[src/rtl/pam_4_slicer_deser.sv]
// PAM-4 slicer and symbol deserializer: slices signed samples into 2-bit symbols,
// packs them MSB-first into words, and counts accepted and low-margin samples.
module pam_4_slicer_deser #(
    parameter int SIGNAL_RESOLUTION = 8,
    parameter int SYMBOL_SEPERATION = 64,
    parameter int SYMBOLS_PER_WORD  = 4,
    parameter int MARGIN            = 8
) (
    input  logic                            clk,
    input  logic                            rstn,
    input  logic [SIGNAL_RESOLUTION-1:0]    voltage_level_in,
    input  logic                            voltage_level_in_valid,
    output logic                            voltage_level_in_ready,
    input  logic                            align_clear,
    output logic [2*SYMBOLS_PER_WORD-1:0]   word_out,
    output logic                            word_out_valid,
    input  logic                            word_out_ready,
    output logic [31:0]                     symbol_count,
    output logic [15:0]                     low_margin_count
);
    localparam int W  = SIGNAL_RESOLUTION;
    localparam int EW = SIGNAL_RESOLUTION + 2;
    localparam int WW = 2 * SYMBOLS_PER_WORD;
    localparam int IW = (SYMBOLS_PER_WORD > 1) ? $clog2(SYMBOLS_PER_WORD) : 1;
    localparam logic [IW-1:0]        LAST  = IW'(SYMBOLS_PER_WORD - 1);
    localparam logic signed [EW-1:0] S_POS = EW'(SYMBOL_SEPERATION);
    localparam logic signed [EW-1:0] S_NEG = -S_POS;
    localparam logic signed [EW-1:0] MARG  = EW'(MARGIN);

    logic [IW-1:0]          idx, eff_idx;
    logic [WW-1:0]          part_word, base_word, ins_word;
    logic signed [EW-1:0]   v_ext, d_lo, d_mid, d_hi, a_lo, a_mid, a_hi;
    logic [1:0]             sym;
    logic                   low_margin, accept, last;

    function automatic logic signed [EW-1:0] abs_e(input logic signed [EW-1:0] d);
        return d[EW-1] ? -d : d;
    endfunction

    // Sign-extended by two bits so v +/- S never wraps, whatever the sample.
    assign v_ext = {{2{voltage_level_in[W-1]}}, voltage_level_in};
    assign d_lo  = v_ext - S_NEG;
    assign d_mid = v_ext;
    assign d_hi  = v_ext - S_POS;
    assign a_lo  = abs_e(d_lo);
    assign a_mid = abs_e(d_mid);
    assign a_hi  = abs_e(d_hi);
    assign low_margin = (a_lo < MARG) || (a_mid < MARG) || (a_hi < MARG);

    always_comb begin
        sym = 2'b11;
        if (v_ext < S_NEG)       sym = 2'b00;
        else if (v_ext[EW-1])    sym = 2'b01;
        else if (v_ext < S_POS)  sym = 2'b10;
    end

    // Only the slot that would complete a word is blocked by a stalled output.
    assign voltage_level_in_ready = !((idx == LAST) && word_out_valid && !word_out_ready);
    assign accept = voltage_level_in_valid && voltage_level_in_ready;

    // align_clear restarts packing this cycle, so a coincident sample lands at slot 0.
    always_comb begin
        eff_idx   = align_clear ? '0 : idx;
        base_word = align_clear ? '0 : part_word;
        ins_word  = base_word;
        for (int i = 0; i < SYMBOLS_PER_WORD; i++)
            if (eff_idx == IW'(i)) ins_word[2*(SYMBOLS_PER_WORD-i)-1 -: 2] = sym;
        last = (eff_idx == LAST);
    end

    always_ff @(posedge clk or negedge rstn) begin
        if (!rstn) begin
            idx              <= '0;
            part_word        <= '0;
            word_out         <= '0;
            word_out_valid   <= 1'b0;
            symbol_count     <= '0;
            low_margin_count <= '0;
        end else begin
            if (accept) begin
                part_word <= last ? '0 : ins_word;
                idx       <= last ? '0 : eff_idx + IW'(1);
            end else if (align_clear) begin
                part_word <= '0;
                idx       <= '0;
            end
            if (accept && last) begin
                word_out       <= ins_word;
                word_out_valid <= 1'b1;
            end else if (word_out_ready) begin
                word_out_valid <= 1'b0;
            end
            if (accept && symbol_count != '1)
                symbol_count <= symbol_count + 32'd1;
            if (accept && low_margin && low_margin_count != '1)
                low_margin_count <= low_margin_count + 16'd1;
        end
    end
endmodule

[config.mk]
export PLATFORM = sky130hd
export DESIGN_NAME = pam_4_slicer_deser
export DESIGN_NICKNAME = d
export VERILOG_FILES = /design/src/rtl/pam_4_slicer_deser.sv
export SDC_FILE = /design/constraint.sdc
export NUM_CORES = 1
export LEC_CHECK = 0
export BUFFER_PORTS_ARGS = -buffer_cell sky130_fd_sc_hd__buf_2
export CELL_PAD_IN_SITES_DETAIL_PLACEMENT = 1
export CELL_PAD_IN_SITES_GLOBAL_PLACEMENT = 2
export CORE_MARGIN = 2
export CORE_UTILIZATION = 32
export CTS_BUF_LIST = sky130_fd_sc_hd__clkbuf_2
export CTS_CLUSTER_SIZE = 14
export DETAILED_ROUTE_END_ITERATION = 12
export GPL_TIMING_DRIVEN = 0
export PLACE_DENSITY_LB_ADDON = 0.1
export SKIP_LAST_GASP = 1
export SLEW_MARGIN = 40
export SYNTH_ARGS = -nofsm -noshare
export SYNTH_HDL_FRONTEND = slang
export SYNTH_SLANG_ARGS = --single-unit
[constraint.sdc]
create_clock -name clk -period 1.8 [get_ports clk]
set_input_delay 0.36 -clock clk [delete_from_list [all_inputs] [get_ports clk]]
set_output_delay 0.36 -clock clk [all_outputs]
set_load 0.005 [all_outputs]
==> results.md <==
* CTS buffer count at 9
* Setup TNS at -0.1227 ns
* Cell row count at 36
* DRT iter0 DRCs at 52
* Pin count of the biggest net entering global routing at 35
* Mapped Area at 0.003212 sq mm
* Final Hold Vio Count at 0
* H-tree levels at 3
* Final WL at 8482 um
* TritonCTS clock tree: built
* Failing checks: setup timing
* Layout cells sized above 1 at 42.19%
* Post-layout instance count excluding filler cells at 562
* Crit path max fanout at 5
* Die area at about 0.011 sq mm
* DR vias at 2747
* Clock-pin slew on the worst setup and hold paths at ~0.18 ns
* CP arrival at ~2.2 ns
* Crit start category: input pin
* Core Area at 0.009774 sq mm
* Die X at 104.2 um
* Syn_nets at ~330
* Initial Utilization at about a third
* Clk_skew at 0.02838 ns
* # nets final at 449
* Synth Warn # at 0
* Clock tree root driver cell: clkbuf_2
* CP required at 2.21 ns
* Wirelength per Cell at 15.09 um
* RSZ-0062 raised after global routing: yes
* Clock Latency Late Sink at 0.49 ns
* Gr usage total at between 15 and 20%
* Slowest stage cell, crit path: or4_4
* Top-count cell post-synth: dfrtp_1
* Num ports at 71
* Register bit count reported by yosys at 65
* Syn_area_per_cell at 10.67 sq um
* Hold_sp: word_out_ready
* Max-slew headroom at 56.36%
* CP dominant cell by count: buf_4
* Num Clock Sinks at 65
* # fillers at 1137
* First-pass GRT wire length at 13920 um
* Flop2flop setup slack at 0.01 ns
* DP HPWL at 5701 um
* Placed insts at 505
* Detailed Routing Iterations Pass 1 at 4
* Peak VDD IR at ~0.32 mV
* Max-slew violations at 0
* Worst path max stage delay at 0.43 ns
* Final setup violation count at 9
* Period utilisation layout at 101.5%
* Lkg Pwr at 2.225 nW
* Max Buffers Root-to-Sink at 2
* Post-synthesis cell type count at 40
* Worst hold path class: input pin to flop
* Gr ovfl total at 0
* DRC viols at 0
* Top cell type's share of synthesized area at 50.64%
* Power Dens Cells at between 800 and 900 mW/mm^2
* Primary FF master, synth: dfrtp_1
* Min Tclk post-route at around 1.8 ns
* Worst Max-Slew Pin Slew at 0.6487 ns
* R2R Path Start: idx[0]
* Crit path from: voltage_level_in[1]
* Routed Antenna Nets at 0
* Fmax achieved at 547.1 MHz
* Number of global-route vias before repair at approximately 2800
* Status: complete, but fails checks
* Die height at around 100 um
* PnR worst setup slack at -0.02782 ns
* Crit Path Class: input pin to flop
* Post-Synthesis Cells at ~300
* Main area contributors after synthesis: dfrtp_1, xnor2_1, ha_1
* Worst hold margin at 0.07694 ns
* Via density at between 4 and 5
* Area grow syn2layout at 37.40%
* Sequential share of the synthesized area at 50.64%
* Max Cap Viol at 0
* Worst-path cell chain: buf_2, or3_4, o31a_1, or4_4, a31oi_4, buf_4, buf_4, xor2_1
* Antenna violations before repair at 0
* CP endpoint kind: flop
* # diodes at 0
* Yosys top cell by area: dfrtp_1
* Post-synth ARST share at 100.0%
* RePlAce Congestion at around 0.7
* List of most frequent post-synthesis cells: dfrtp_1, nand2_1, xnor2_1, nand4_1, nand3_1
* EDFF count, synth at 0
* Input/output buffers at 70
[stage by stage]
stage / power (mW) / cell area (sq um) / utilization, % / setup WS, ns
finish: 3.607 / 4413 / 45.15 / -0.02782
global placement: 2.530 / 3749 / 38.35 / -0.6191
CTS: 3.649 / 4199 / 42.96 / 0.0005516
global route: 3.846 / 4413 / 45.15 / -0.09487
floorplan: 2.220 / 3232 / - / -0.3401
detailed placement: 2.560 / 3775 / 38.62 / -0.6266
[logic make-up after synthesis]
logic type	synth area share [%]
buf+inv	1.947
mux	1.402
simple gates	21.54
compound gates	7.246
flops	50.64
xor+xnor	12.54
fa+ha+maj	4.675
[routing by layer]
layer  routed length, um  global-route usage (%)  vias up
met4                 185                   6.757        0
met1                4199                   22.75     1349
met2                3816                   23.64       58
met5                   0                       0        -
met3                 281                   2.882       14
li1                    -                       -     1326
[power by group]
part           switching, mW  internal, mW
Combinational          0.446         0.471
Sequential             0.148          1.64
Clock                  0.568         0.330
Total                   1.16          2.44
[layout by cell type, fill, tap and decap left out, drive strengths merged, types with 6 or more instances in the layout]
| cell | instances |
|---|---|
| buf | 115 |
| dfrtp | 65 |
| nand2 | 33 |
| xnor2 | 32 |
| nand4 | 18 |
| nand3 | 17 |
| nor2 | 16 |
| xor2 | 14 |
| clkbuf | 13 |
| o21ai | 12 |
| ha | 12 |
| and3 | 11 |
| nor3 | 8 |
| a21oi | 7 |
| a32o | 6 |
| nor3b | 6 |
[cell type report]
type | instances | area [sq um] | share of cell area [%]
clock buffers | 11 | 55.05 | 1.248
flip-flops and latches | 65 | 1635 | 37.06
multi-input cells | 224 | 1730 | 39.21
inverters | 6 | 22.52 | 0.5103
repair buffers | 113 | 701.9 | 15.91
clock inverters | 5 | 56.30 | 1.276
plain buffers | 5 | 45.04 | 1.021
well taps | 133 | 166.4 | 3.771
[flip-flops by register name, summed over array words and instances, names as in the netlist]
register and count:
word_out_valid 1, word_out 8, part_word 6, low_margin_count 16, idx 2, symbol_count 32
[worst max-delay path: cells and delay by family]
kind	cells	cell delay, ns
AOI/OAI and AO/OA	2	0.51
buffers and inverters	3	0.40
and+or+nand+nor	2	0.81
xor gates and xnor gates	1	0.14
[path summary, 6_finish.rpt]
| path | to | cells past startpoint |
|---|---|---|
| min reg2reg | low_margin_count[6] | 1 |
| min | word_out_valid | 2 |
| max in group asynchronous | word_out_valid | 3 |
| max reg2reg | part_word[3] | 5 |
| min in group asynchronous | low_margin_count[4] | 2 |
| max | low_margin_count[0] | 8 |
[what timing repair did]
action,CTS,global route
hold buffers,1,0
endpoints found under the setup margin,52,54
cloned,2,0
resized for setup,33,35
endpoints found under the hold margin,33,0
buffers inserted,25,14
pin swaps,8,27
No activity file was read; power rests on OpenSTA's default activity.
